===== src/rtl/ccu_pkg.sv =====
`default_nettype none
// ============================================================================
// Module      : ccu_pkg
// Description : Shared types and constants for the CCU request path: the
//               request-mux state encoding, the atomic-op read bit and
//               compact ACE request/response bundles.
// Revision    : 1.0 - initial release
// ============================================================================
package ccu_pkg;

  // Request-mux state encoding
  typedef logic [1:0] mux_state_t;
  localparam logic [1:0] IDLE        = 2'd0;
  localparam logic [1:0] LOCK_R      = 2'd1;
  localparam logic [1:0] LOCK_W      = 2'd2;
  localparam logic [1:0] LOCK_ATOP_R = 2'd3;

  // aw.atop bit that marks an atomic which also returns read data
  localparam int unsigned ATOP_R_BIT = 5;

  typedef struct packed {
    logic [3:0]  id;
    logic [15:0] addr;
    logic [7:0]  len;
  } ace_ar_t;

  typedef struct packed {
    logic [3:0]  id;
    logic [15:0] addr;
    logic [7:0]  len;
    logic [5:0]  atop;
  } ace_aw_t;

  typedef struct packed {
    logic [31:0] data;
    logic        last;
  } ace_w_t;

  typedef struct packed {
    logic [3:0] id;
    logic [1:0] resp;
  } ace_b_t;

  typedef struct packed {
    logic [3:0]  id;
    logic [31:0] data;
    logic [1:0]  resp;
    logic        last;
  } ace_r_t;

  typedef struct packed {
    ace_ar_t ar;
    logic    ar_valid;
    ace_aw_t aw;
    logic    aw_valid;
    ace_w_t  w;
    logic    w_valid;
    logic    b_ready;
    logic    r_ready;
  } ace_req_t;

  typedef struct packed {
    logic   ar_ready;
    logic   aw_ready;
    logic   w_ready;
    ace_b_t b;
    logic   b_valid;
    ace_r_t r;
    logic   r_valid;
  } ace_resp_t;

endpackage
`default_nettype wire


===== src/rtl/ccu_rr_pick.sv =====
`default_nettype none
// ============================================================================
// Module      : ccu_rr_pick
// Description : Combinational round-robin picker. Returns the first set
//               request bit at or above rr_ptr_i, wrapping modulo NoMstPorts.
// Revision    : 1.0 - initial release
// ============================================================================
module ccu_rr_pick #(
  parameter  int unsigned NoMstPorts = 4,
  localparam int unsigned IdxW       = $clog2(NoMstPorts)
) (
  input  logic [NoMstPorts-1:0] req_i,
  input  logic [IdxW-1:0]       rr_ptr_i,
  output logic [IdxW-1:0]       winner_o,
  output logic                  any_valid_o
);

  // Candidate index for each search offset, rr_ptr_i + k modulo NoMstPorts
  logic [IdxW-1:0] w_cand [NoMstPorts];

  for (genvar k = 0; k < NoMstPorts; k++) begin : g_cand
    assign w_cand[k] = IdxW'((int'(rr_ptr_i) + k) % NoMstPorts);
  end

  // Scan from the farthest offset down so the nearest requester wins
  always_comb begin
    winner_o = '0;
    for (int k = NoMstPorts - 1; k >= 0; k--) begin
      if (req_i[w_cand[k]]) begin
        winner_o = w_cand[k];
      end
    end
  end

  assign any_valid_o = |req_i;

endmodule
`default_nettype wire


===== src/rtl/ccu_req_mux.sv =====
`default_nettype none
// ============================================================================
// Module      : ccu_req_mux
// Description : Merges NoMstPorts ACE masters onto the single CCU request
//               port. The grant is locked from address acceptance until the
//               final R or B beat, so the CCU sees a stable, single-sourced
//               request bundle for a whole transaction.
// Revision    : 1.0 - initial release
// ============================================================================
module ccu_req_mux
  import ccu_pkg::*;
#(
  parameter  int unsigned NoMstPorts = 4,
  parameter  type         mst_req_t  = ccu_pkg::ace_req_t,
  parameter  type         mst_resp_t = ccu_pkg::ace_resp_t,
  localparam int unsigned IdxW       = $clog2(NoMstPorts)
) (
  input  logic            clk_i,
  input  logic            rst_ni,
  input  mst_req_t        mst_req_i  [NoMstPorts],
  output mst_resp_t       mst_resp_o [NoMstPorts],
  output mst_req_t        ccu_req_o,
  input  mst_resp_t       ccu_resp_i,
  output logic            busy_o,
  output logic [IdxW-1:0] grant_idx_o
);

  mux_state_t            r_state;
  logic [IdxW-1:0]       r_grant;
  logic [IdxW-1:0]       r_rr_ptr;
  logic                  r_atop_r;

  logic [NoMstPorts-1:0] w_req;
  logic [IdxW-1:0]       w_winner;
  logic                  w_any;
  logic                  w_r_done;
  logic                  w_b_done;
  logic [IdxW-1:0]       w_ptr_next;

  // A master requests when either address channel is valid
  for (genvar i = 0; i < NoMstPorts; i++) begin : g_req
    assign w_req[i] = mst_req_i[i].ar_valid | mst_req_i[i].aw_valid;
  end

  ccu_rr_pick #(
    .NoMstPorts (NoMstPorts)
  ) u_rr_pick (
    .req_i       (w_req),
    .rr_ptr_i    (r_rr_ptr),
    .winner_o    (w_winner),
    .any_valid_o (w_any)
  );

  // Completion handshakes as seen by the granted master
  assign w_r_done = ccu_resp_i.r_valid & mst_req_i[r_grant].r_ready & ccu_resp_i.r.last;
  assign w_b_done = ccu_resp_i.b_valid & mst_req_i[r_grant].b_ready;

  // Pointer moves one past the master just served, wrapping at the top port
  assign w_ptr_next = (r_grant == IdxW'(NoMstPorts - 1)) ? '0 : r_grant + 1'b1;

  // Lock FSM: grant in IDLE, hold until the closing R or B beat
  always_ff @(posedge clk_i or negedge rst_ni) begin
    if (!rst_ni) begin
      r_state  <= IDLE;
      r_grant  <= '0;
      r_rr_ptr <= '0;
      r_atop_r <= 1'b0;
    end else begin
      case (r_state)
        IDLE: begin
          if (w_any) begin
            r_grant <= w_winner;
            if (mst_req_i[w_winner].ar_valid) begin
              r_state <= LOCK_R;
            end else begin
              r_state  <= LOCK_W;
              r_atop_r <= mst_req_i[w_winner].aw.atop[ATOP_R_BIT];
            end
          end
        end
        LOCK_R: begin
          if (w_r_done) begin
            r_state  <= IDLE;
            r_rr_ptr <= w_ptr_next;
          end
        end
        LOCK_W: begin
          if (w_b_done) begin
            if (r_atop_r) begin
              r_state <= LOCK_ATOP_R;
            end else begin
              r_state  <= IDLE;
              r_rr_ptr <= w_ptr_next;
            end
          end
        end
        LOCK_ATOP_R: begin
          if (w_r_done) begin
            r_state  <= IDLE;
            r_rr_ptr <= w_ptr_next;
          end
        end
        default: begin
          r_state <= IDLE;
        end
      endcase
    end
  end

  // Forward the granted master with the idle address channel masked off
  always_comb begin
    ccu_req_o  = '0;
    mst_resp_o = '{default: '0};
    if (r_state != IDLE) begin
      ccu_req_o = mst_req_i[r_grant];
      if (r_state == LOCK_R) begin
        ccu_req_o.aw_valid = 1'b0;
      end else begin
        ccu_req_o.ar_valid = 1'b0;
        if (r_state == LOCK_ATOP_R) begin
          ccu_req_o.aw_valid = 1'b0;
        end
      end
      mst_resp_o[r_grant] = ccu_resp_i;
    end
  end

  assign busy_o      = (r_state != IDLE);
  assign grant_idx_o = busy_o ? r_grant : '0;

endmodule
`default_nettype wire

===== config.mk =====
export PLATFORM = sky130hd
export DESIGN_NAME = ccu_req_mux
export DESIGN_NICKNAME = d
export VERILOG_FILES = /design/src/rtl/ccu_pkg.sv /design/src/rtl/ccu_rr_pick.sv /design/src/rtl/ccu_req_mux.sv
export SDC_FILE = /design/constraint.sdc
export NUM_CORES = 1
export LEC_CHECK = 0
export ABC_AREA = 1
export ABC_CLOCK_PERIOD_IN_PS = 3000
export CAP_MARGIN = 15
export CORE_AREA = 2 2 293 295
export CTS_CLUSTER_DIAMETER = 100
export CTS_CLUSTER_SIZE = 16
export DETAILED_ROUTE_END_ITERATION = 8
export DIE_AREA = 0 0 295 297
export PLACE_DENSITY = 0.37
export REMOVE_ABC_BUFFERS = 1
export SLEW_MARGIN = 20
export SYNTH_ARGS = -nofsm -noshare
export SYNTH_HDL_FRONTEND = slang
export SYNTH_HIERARCHICAL = 1
export SYNTH_SLANG_ARGS = --single-unit

===== constraint.sdc =====
create_clock -name clk_i -period 3 [get_ports clk_i]
set_clock_uncertainty 0.2 [all_clocks]
set_input_delay 0.6 -clock clk_i [delete_from_list [all_inputs] [get_ports clk_i]]
set_output_delay 0.6 -clock clk_i [all_outputs]
set_load 0.1 [all_outputs]

==> results of run 1 <==
critical path, stage by stage (launching register included):
cell and delay [ps]:
dfrtp_4 550, buf_4 290, buf_4 270, nor2_1 70, nor2_1 150, o21ai_0 110, a21oi_1 250, buf_12 210
path summary, 6_finish.rpt:
| check | end | slack, ps | cells after the start |
|---|---|---|---|
| worst max-delay path | ccu_req_o[68] | 30 | 7 |
| worst min-delay path | r_atop_r | 330 | 2 |
| worst max register to register | r_rr_ptr[0] | 670 | 9 |
| worst min register to register | r_atop_r | 330 | 2 |
| max in group asynchronous | r_grant[1] | 1890 | 1 |
| min in group asynchronous | r_grant[0] | 430 | 1 |
cell usage in the layout, fill, tap and decap left out, types with 2 or more instances in the layout:
master / n
clkdlybuf4s50_1: 451
nand3_2: 3
buf_16: 2
diode_2: 4
dfrtp_4: 2
clkbuf_16: 4
o21ai_0: 197
nor2_1: 549
a21oi_1: 73
nand4_1: 6
nand3_1: 13
a21oi_2: 28
buf_4: 26
nor2_2: 45
nand2_1: 161
or2_2: 4
buf_6: 3
nand2_2: 3
inv_1: 11
o21ai_1: 4
dfrtp_1: 5
ha_1: 3
inv_4: 3
inv_2: 4
buf_12: 318
Yosys cell counts:
master	instances
nand3_2	3
inv_4	1
dfrtp_1	7
a21oi_1	101
o21ai_0	202
nor2_1	595
inv_1	15
inv_2	3
nand3_1	13
nand4_1	6
ha_1	4
nand2_2	3
buf_8	1
nand3b_1	1
buf_4	14
buf_1	17
buf_2	28
nand2_1	161
or2_2	4
buf_6	2
a221oi_2	1
a211oi_1	1
clkbuf_1	48
state kept, by name, summed over array words and instances, names as in the netlist:
name	count
r_atop_r	1
r_state	2
r_rr_ptr	2
r_grant	2
stage by stage:
| stage | utilization (%) | std cells |
|---|---|---|
| after floorplan | - | 1121 |
| final | 21.1 | 3074 |
| after global placement | 20.7 | 3065 |
| after global routing | 21.1 | 3071 |
| after CTS | 20.8 | 3069 |
| after detailed placement | 20.7 | 3065 |
final cells by class:
class	count	area, sq um	area share [%]
clock buffers	4	78.8	0.442
inverters	19	86.3	0.484
flip-flops and latches	7	183	1.03
repair buffers	801	11200	62.8
well taps	1144	1430	8.03
multi-input cells	1095	4840	27.2
diodes	4	10.0	0.0562
cell families after synthesis:
logic type / Yosys count / synth area share [%]
AO/OA/AOI/OAI: 305 / 28.6
adder cells (fa/ha/maj): 4 / 0.929
buffers and inverters: 129 / 11.1
flip-flops: 7 / 3.25
AND/OR/NAND/NOR: 786 / 56.1
metal layers:
layer / wire length, um / GRT usage [%]
met1: 27700 / 17.4
met2: 35000 / 27.2
met3: 6350 / 5.04
met4: 858 / 1.51
met5: 202 / 0
repair_timing:
item / CTS / global route
cloned: 0 / 1
gates resized for setup: 14 / 75
pin swaps: 0 / 1
setup endpoints to repair: 27 / 104
==> impl_metrics.yaml, run 1 <==
global_routing:
  antenna_found_initial: 29
  gr-usage-all-layers_pct: 15.0
  grt.overflow.total: 0
  grt_pass1_vias: 11500
  grt_pass1_wl_mm: 93.7
  grt_max_degree: 98
run_status:
  status: "complete, no violations"
finish:
  final_area_sq_um: 17800
  filler_cell_count: 9521
  drive_above_1_share_pct: 23.4
  nets: 2383
  area_delta_synth_final_pct: 231
critical_path:
  crit_start: "r_grant[0]"
  setup.worst_path.start_class: "flip-flop"
  worstPathRequired_ps: 2200
  cp_data_arrival_time_ps: 2170
  worst-setup-path-type: "flip-flop to output port"
  crit_path_max_fanout: 17
  r2r-start: "r_grant[0]"
  crit_path_end_kind: "output port"
floorplan:
  dieArea_sq_um: 87600
  rows: 107
  core_area_sq_um: 84500
  die_h_um: 297
  ios: 755
  initial_core_util_pct: 6.38
  die_w_um: 295
placed_design:
  dp_hpwl_mm: 59.9
  place.gp.congestion: 0.844
  portBuffers: 754
  dpl_cell_area_sq_um: 17500
  dp_slack_ps: 2.64
synth:
  synth-seq-area-share_pct: 3.25
  synth_area_per_cell_sq_um: 4.38
  synth_cells: 1231
  synth_top_cell_by_area: "nor2_1"
  ys_types: 23
  synth_area_sq_um: 5390
  yosysWarnings: 6
  synth_seq_cells: 7
  synth_top_area_share_pct: 41.5
  synthTopCellsByArea: "nor2_1 41%, o21ai_0 19%, nand2_1 11%"
worst_hold_path:
  hold_path_startpoint: "r_atop_r"
  holdCritPathClass: "flip-flop to flip-flop"
detailed_routing:
  dr.pass1.iters: 5
  via_per_inst: 3.68
  drt-initial-drc-count: 468
  num_vias: 11300
  ant_nets: 0
  wirelength_mm: 70.1
  route.detailed.drc: 0
  wl_per_cell_um: 22.8
timing:
  fin_crit_ps: 2970
  whs_ps: 330
  timing.setup.tns_ps: 0
  finalHoldViolCount: 0
  drv_slew: 0
  period_share_pct: 99.0
  fmax_mhz: 337
  final.setup.worst_slack_ps: 29.0
  rsz0062_at_grt: "yes"
  maxSlewHeadroom_pct: 61.4
  worst_slew_pin_slew_ps: 579
  setup_viol: 0
clocking:
  cts.sinks: 7
  clk_path_buf_depth: 2
  cts_tree: "built"
  clk_latency_ps: 230
  clockRootBuffer: "clkbuf_16"
  cts_setup_buffers: 0
  htreeDepth: 1
  cts_buffers: 3
  path_clk_slew_ps: 40
  holdBufCountCts: 0
run:
  maxCapViolCount: 0
Power of run 1 is not shown: default switching activity piles up to over one toggle a cycle in this logic, so the estimate is an artifact.
==> run 2, diff against run 1 <==
--- a/config.mk
+++ b/config.mk
@@ -6,7 +6,6 @@
 export NUM_CORES = 1
 export LEC_CHECK = 0
 export ABC_AREA = 1
-export ABC_CLOCK_PERIOD_IN_PS = 3000
 export CAP_MARGIN = 15
 export CORE_AREA = 2 2 293 295
 export CTS_CLUSTER_DIAMETER = 100
==> results of run 2 <==
The final DEF is identical to that of run 1; final timing and power are the same.
Power of run 2 is left out for the same reason.
